--- src/rtl/img_seq_pkg.sv ---
// Shared pass encoding and geometry constants for the image pass sequencer.
package img_seq_pkg;

    typedef enum logic [1:0] {
        PASS_IDLE = 2'd0,
        PASS_GRAY = 2'd1,
        PASS_CMP  = 2'd2,
        PASS_ENC  = 2'd3
    } pass_e;

    localparam int IMG_SIDE       = 64;
    localparam int BLK_SIDE       = 4;
    localparam int CMP_SWEEPS_DEF = 4;
    localparam int ENC_SWEEPS_DEF = 2;

endpackage

--- src/rtl/blk_scan_counter.sv ---
// Block-base + in-block offset + sweep counter; raster mode treats the whole image as one block.
module blk_scan_counter #(
    parameter int IMG_LOG2 = 6,
    parameter int BLK_LOG2 = 2
) (
    input  logic                clk,
    input  logic                rst,
    input  logic                clear,
    input  logic                advance,
    input  logic                blk_mode,
    input  logic [1:0]          last_sweep,
    output logic [IMG_LOG2-1:0] row,
    output logic [IMG_LOG2-1:0] col,
    output logic [1:0]          sweep,
    output logic                at_first,
    output logic                at_blk_last,
    output logic                pass_end
);

    localparam logic [IMG_LOG2-1:0] BLK_STEP = IMG_LOG2'(1) << BLK_LOG2;
    localparam logic [IMG_LOG2-1:0] BLK_MASK = BLK_STEP - IMG_LOG2'(1);

    logic [IMG_LOG2-1:0] base_r, base_c, off_r, off_c;
    logic [IMG_LOG2-1:0] off_max, base_max;
    logic                off_c_end, off_r_end, sweep_end, base_c_end, base_r_end;

    // In raster mode the base pinned at 0 always reads as "at its end", so the
    // same carry chain yields the end-of-image condition.
    assign off_max    = blk_mode ? BLK_MASK : '1;
    assign base_max   = blk_mode ? ~BLK_MASK : '0;
    assign off_c_end  = (off_c == off_max);
    assign off_r_end  = (off_r == off_max);
    assign sweep_end  = (sweep == last_sweep);
    assign base_c_end = (base_c == base_max);
    assign base_r_end = (base_r == base_max);

    assign row         = base_r | off_r;
    assign col         = base_c | off_c;
    assign at_first    = (off_r == '0) && (off_c == '0);
    assign at_blk_last = off_c_end && off_r_end && sweep_end;
    assign pass_end    = at_blk_last && base_c_end && base_r_end;

    always_ff @(posedge clk) begin
        if (rst || clear) begin
            base_r <= '0;
            base_c <= '0;
            off_r  <= '0;
            off_c  <= '0;
            sweep  <= '0;
        end else if (advance) begin
            if (!off_c_end) begin
                off_c <= off_c + IMG_LOG2'(1);
            end else begin
                off_c <= '0;
                if (!off_r_end) begin
                    off_r <= off_r + IMG_LOG2'(1);
                end else begin
                    off_r <= '0;
                    if (!sweep_end) begin
                        sweep <= sweep + 2'd1;
                    end else begin
                        sweep <= '0;
                        if (!base_c_end) begin
                            base_c <= base_c + BLK_STEP;
                        end else begin
                            base_c <= '0;
                            base_r <= base_r_end ? '0 : base_r + BLK_STEP;
                        end
                    end
                end
            end
        end
    end

endmodule

--- src/rtl/img_pass_sequencer.sv ---
// GRAY -> COMPRESS -> ENCODE coordinate scheduler with sticky per-pass done flags.
// Optional macro SEQ_STALL_CNT_EN adds a saturating stall_cnt output.
module img_pass_sequencer
    import img_seq_pkg::*;
#(
    parameter int IMG_LOG2   = 6,
    parameter int BLK_LOG2   = 2,
    parameter int CMP_SWEEPS = CMP_SWEEPS_DEF,
    parameter int ENC_SWEEPS = ENC_SWEEPS_DEF
) (
    input  logic                clk,
    input  logic                rst,
    input  logic                start,
    input  logic                addr_ready,
    output logic                addr_valid,
    output logic [IMG_LOG2-1:0] row,
    output logic [IMG_LOG2-1:0] col,
    output logic [1:0]          pass,
    output logic [1:0]          sweep,
    output logic                blk_first,
    output logic                blk_last,
    output logic                busy,
    output logic                gray_done,
    output logic                compress_done,
    output logic                encode_done
`ifdef SEQ_STALL_CNT_EN
    ,
    output logic [31:0]         stall_cnt
`endif
);

    pass_e      state_q, state_d;
    logic       xfer, launch, blk_mode, at_first, at_blk_last, pass_end;
    logic [1:0] last_sweep;

    assign addr_valid = (state_q != PASS_IDLE);
    assign busy       = addr_valid;
    assign pass       = state_q;
    assign xfer       = addr_valid && addr_ready;
    assign launch     = (state_q == PASS_IDLE) && start;
    assign blk_mode   = (state_q == PASS_CMP) || (state_q == PASS_ENC);
    assign last_sweep = (state_q == PASS_CMP) ? 2'(CMP_SWEEPS - 1) :
                        (state_q == PASS_ENC) ? 2'(ENC_SWEEPS - 1) : 2'd0;
    assign blk_first  = addr_valid && at_first;
    assign blk_last   = addr_valid && at_blk_last;

    blk_scan_counter #(
        .IMG_LOG2 (IMG_LOG2),
        .BLK_LOG2 (BLK_LOG2)
    ) u_scan (
        .clk         (clk),
        .rst         (rst),
        .clear       (launch),
        .advance     (xfer),
        .blk_mode    (blk_mode),
        .last_sweep  (last_sweep),
        .row         (row),
        .col         (col),
        .sweep       (sweep),
        .at_first    (at_first),
        .at_blk_last (at_blk_last),
        .pass_end    (pass_end)
    );

    always_ff @(posedge clk) begin
        if (rst) state_q <= PASS_IDLE;
        else     state_q <= state_d;
    end

    // Pass switch happens on the final transfer edge so addr_valid never drops between passes.
    always_comb begin
        state_d = state_q;
        case (state_q)
            PASS_IDLE: if (start)            state_d = PASS_GRAY;
            PASS_GRAY: if (xfer && pass_end) state_d = PASS_CMP;
            PASS_CMP:  if (xfer && pass_end) state_d = PASS_ENC;
            PASS_ENC:  if (xfer && pass_end) state_d = PASS_IDLE;
            default:                         state_d = PASS_IDLE;
        endcase
    end

    always_ff @(posedge clk) begin
        if (rst || launch) begin
            gray_done     <= 1'b0;
            compress_done <= 1'b0;
            encode_done   <= 1'b0;
        end else if (xfer && pass_end) begin
            if (state_q == PASS_GRAY) gray_done     <= 1'b1;
            if (state_q == PASS_CMP)  compress_done <= 1'b1;
            if (state_q == PASS_ENC)  encode_done   <= 1'b1;
        end
    end

`ifdef SEQ_STALL_CNT_EN
    function automatic logic [31:0] sat_inc(input logic [31:0] v);
        return (v == '1) ? v : v + 32'd1;
    endfunction

    always_ff @(posedge clk) begin
        if (rst || launch)                   stall_cnt <= '0;
        else if (addr_valid && !addr_ready)  stall_cnt <= sat_inc(stall_cnt);
    end
`endif

endmodule

--- config.mk ---
export PLATFORM = sky130hd
export DESIGN_NAME = img_pass_sequencer
export DESIGN_NICKNAME = d
export VERILOG_FILES = /design/src/rtl/img_seq_pkg.sv /design/src/rtl/blk_scan_counter.sv /design/src/rtl/img_pass_sequencer.sv
export SDC_FILE = /design/constraint.sdc
export NUM_CORES = 1
export LEC_CHECK = 0
export ABC_AREA = 1
export BUFFER_PORTS_ARGS = -buffer_cell sky130_fd_sc_hd__buf_4
export CELL_PAD_IN_SITES_DETAIL_PLACEMENT = 1
export CELL_PAD_IN_SITES_GLOBAL_PLACEMENT = 2
export CORE_MARGIN = 2
export CORE_UTILIZATION = 35
export CTS_BUF_LIST = sky130_fd_sc_hd__clkbuf_4
export DETAILED_ROUTE_END_ITERATION = 7
export HOLD_SLACK_MARGIN = 0.05
export PLACE_DENSITY = 0.92
export SLEW_MARGIN = 20
export SYNTH_ARGS = -nofsm -noshare
export SYNTH_HDL_FRONTEND = slang
export SYNTH_SLANG_ARGS = --single-unit
--- constraint.sdc ---
create_clock -name clk -period 5.5 [get_ports clk]
set_input_delay 0.55 -clock clk [delete_from_list [all_inputs] [get_ports clk]]
set_output_delay 0.55 -clock clk [all_outputs]
set_load 0.05 [all_outputs]
==> summary.txt <==
share of final-layout standard cells stronger than drive strength 1 - 20.6%
Warnings, synthesis - 0
Final #Nets - 267
Starting Density - 36.7%
Reg clk slew, reported paths - 0.15 ns
number of distinct library cell variants in the gate-level netlist after synthesis - 31
maximum single-stage delay on the critical path - 0.46 ns
nature of the critical path startpoint - flop
deepest clock path buffer count - 2
count of buffers from port buffering - 26
Data required, critical path - 4.95 ns
count of fill cells added during filler insertion - 582
DP HPWL - 3210 um
cell count after synthesis - 227
Pleak - 0.866 nW
die height - 71.8 um
wire length of the first global-routing pass - 6630 um
type of element capturing the critical path - primary output
die area - 5150 um^2
overall die width - 71.8 um
hold bufs inserted after CTS - 0
worst slew pin tran - 0.654 ns
number of clock sinks - 27
number of buffers created by CTS - 3
Post-CTS Setup Inserts - 0
cells traversed along the worst timing path - inv_1 > ha_1 > nor2_4 > inv_2 > nand2_1 > nand3_2 > nor2_4 > nand2_1 > nor2_1 > buf_4
number of violations reported at the end of detailed-routing iteration 0 - 52
antenna violations before repair - 0
Placement Rows - 24
Crit-path slowest cell - sky130_fd_sc_hd__dfxtp_1
minimum clock period - 2.77 ns
Critical Path Fanout Max - 7
utilization after layout - 42.4%
total routing resource utilization after global routing - 16.2%
pre-CTS setup slack - 3.14 ns
Syn Nets - 241
Worst Clk Skew - 0.00420 ns
class of the tightest hold or removal check - input pin to flop
highest attainable clock frequency - 362 MHz
Placer Congestion - 0.770
source-to-sink clock delay at the later pin of the worst-skew pair - 0.33 ns
Core Box Area - 4380 um^2
number of setup violations in the final report - 0
total length of routed wires - 3910 um
Data arrival, critical path - 2.22 ns
Area Overhead vs Synth - 15.7%
clock tree from TritonCTS - done
mapped cell area - 1610 um^2
max-capacitance violation count - 0
DRC - 0
synthesized area divided by synthesized cell count - 7.08 um^2
final slew viol count - 0
via count - 1,452
count of final hold-check violations - 0
number of inserted diodes - 0
sequential area share after synthesis - 33.6%
final worst hold slack - 0.457 ns
final critical-path setup slack - 2.73 ns
quantity of gates resized following cts - 0
CP Class - flop to primary output
unrepaired setup endpoints after global routing - no
Top Ports - 27
run status - completed
Slew HR - 56.4%
period utilization - 50.3%
Pwr Density - 356 nW/um^2
maximum number of pins on one net before global-route repair - 15
clk root buf - sky130_fd_sc_hd__clkbuf_4
number of routed nets with antenna violations - 0
total gr overflow - 0
CTS H-tree lvls - 1
number of storage elements in the synthesis netlist - 27
summed negative setup slack over all endpoints - 0 ns
via count of the first global-routing pass - 1,415
via density per instance - 4.78
worst vdd rail ir drop - 0.266 mV
length of the first detailed-routing pass in iterations - 4
average wire length per cell after detail routing - 12.8 um
cells in the mapped netlist:
library cell	instances	area share, %
sky130_fd_sc_hd__or2_1	1	0.39
sky130_fd_sc_hd__a211oi_1	1	0.47
sky130_fd_sc_hd__nor4_1	1	0.39
sky130_fd_sc_hd__dfxtp_1	27	34
sky130_fd_sc_hd__inv_2	2	0.47
sky130_fd_sc_hd__nor2_4	3	2.1
sky130_fd_sc_hd__ha_1	10	7.8
sky130_fd_sc_hd__xor2_1	3	1.6
sky130_fd_sc_hd__a21oi_2	1	0.54
sky130_fd_sc_hd__clkinv_2	1	0.31
sky130_fd_sc_hd__nand2_1	51	12
sky130_fd_sc_hd__or2_2	5	1.9
sky130_fd_sc_hd__nand3_2	4	2.5
sky130_fd_sc_hd__o21ai_0	4	1.2
sky130_fd_sc_hd__a31oi_1	3	1.2
sky130_fd_sc_hd__nor2_2	1	0.39
sky130_fd_sc_hd__o21ai_1	6	1.9
sky130_fd_sc_hd__nor3b_2	1	0.78
sky130_fd_sc_hd__nand2_2	3	1.2
sky130_fd_sc_hd__nor2_1	29	6.8
sky130_fd_sc_hd__nor3b_1	5	2.3
sky130_fd_sc_hd__inv_1	32	7.5
sky130_fd_sc_hd__a21oi_1	8	2.5
sky130_fd_sc_hd__xnor2_1	2	1.1
sky130_fd_sc_hd__o22ai_1	1	0.39
sky130_fd_sc_hd__nand3_1	9	2.8
sky130_fd_sc_hd__o21a_1	1	0.47
sky130_fd_sc_hd__buf_4	5	2.3
sky130_fd_sc_hd__nand3_4	1	1.1
sky130_fd_sc_hd__nor3_1	3	0.93
sky130_fd_sc_hd__nand4_1	3	1.2
worst paths after layout:
| path | from | end | slack (ns) | cells after the start |
|---|---|---|---|---|
| max | pass[0]$_SDFFE_PP0P_ | blk_last | 2.73 | 10 |
| min reg2reg | compress_done$_SDFFE_PP0P_ | compress_done$_SDFFE_PP0P_ | 0.51 | 2 |
| min | rst | pass[0]$_SDFFE_PP0P_ | 0.46 | 4 |
| max reg2reg | pass[0]$_SDFFE_PP0P_ | u_scan.off_c[5]$_SDFFE_PP0P_ | 3.36 | 10 |
stage by stage:
step / instances / instance area (um^2) / power [mW]
final: 304 / 1860 / 0.662
after floorplan: 227 / 1610 / 0.494
after detailed placement: 300 / 1830 / 0.575
after CTS: 304 / 1860 / 0.673
after global placement: 300 / 1830 / 0.572
after global routing: 304 / 1860 / 0.710
registers in the layout, summed over array words and instances (netlist names):
signal / count
pass: 2
gray_done: 1
u_scan.sweep: 2
u_scan.base_r: 4
compress_done: 1
u_scan.off_r: 6
encode_done: 1
u_scan.off_c: 6
u_scan.base_c: 4
layout make-up:
type	count	area, um^2	share of cell area [%]
Clock buffer	4	30.0	1.61
Sequential cell	27	541	29.1
Tap cell	52	65.1	3.50
Multi-Input combinational cell	160	897	48.2
Inverter	35	133	7.13
Timing Repair Buffer	26	195	10.5
cell usage in the layout (no fill, tap or decap), drive strengths merged:
| cell | synthesis | layout |
|---|---|---|
| nand2 | 54 | 54 |
| inv | 34 | 34 |
| nor2 | 33 | 33 |
| dfxtp | 27 | 27 |
| buf | 5 | 26 |
| nand3 | 14 | 14 |
| ha | 10 | 10 |
| o21ai | 10 | 10 |
| a21oi | 9 | 9 |
| or2 | 6 | 6 |
| nor3b | 6 | 6 |
| clkbuf | 0 | 4 |
| nor3 | 3 | 3 |
| nand4 | 3 | 3 |
| xor2 | 3 | 3 |
| a31oi | 3 | 3 |
| xnor2 | 2 | 2 |
| o22ai | 1 | 1 |
| clkinv | 1 | 1 |
| nor4 | 1 | 1 |
| o21a | 1 | 1 |
| a211oi | 1 | 1 |
per-layer routing:
layer,wire (um),global-route usage [%],up-vias
met5,0,0,-
met4,27,3.14,0
met3,123,3.38,2
met2,1760,27.5,19
met1,1990,21.4,665
li1,-,-,766
critical path, delay by kind of cell, from the launching register on:
kind                       cells  cell delay [ns]
adders and majority gates      1             0.28
DFF                            1             0.46
and+or+nand+nor                6             0.76
buffers and inverters          3             0.39
power by group:
part           internal, mW  switching [mW]  total [mW]  leakage (nW)
Sequential            0.206          0.0142       0.221         0.218
Clock                0.0334          0.0622      0.0955        0.0184
Combinational         0.101           0.245       0.346         0.630
Total                 0.341           0.322       0.662         0.866
cells by family (layout without fill, tap and decap cells):
logic type               Yosys count  count (layout)  share of synthesized area [%]
adder cells (fa/ha/maj)           10              10                           7.78
XOR/XNOR                           5               5                           2.72
AND/OR/NAND/NOR                  120             120                           36.7
flip-flops                        27              27                           33.6
AO/OA/AOI/OAI                     25              25                           8.64
buffers and inverters             40              65                           10.6
(Power assumes the default switching activity.)
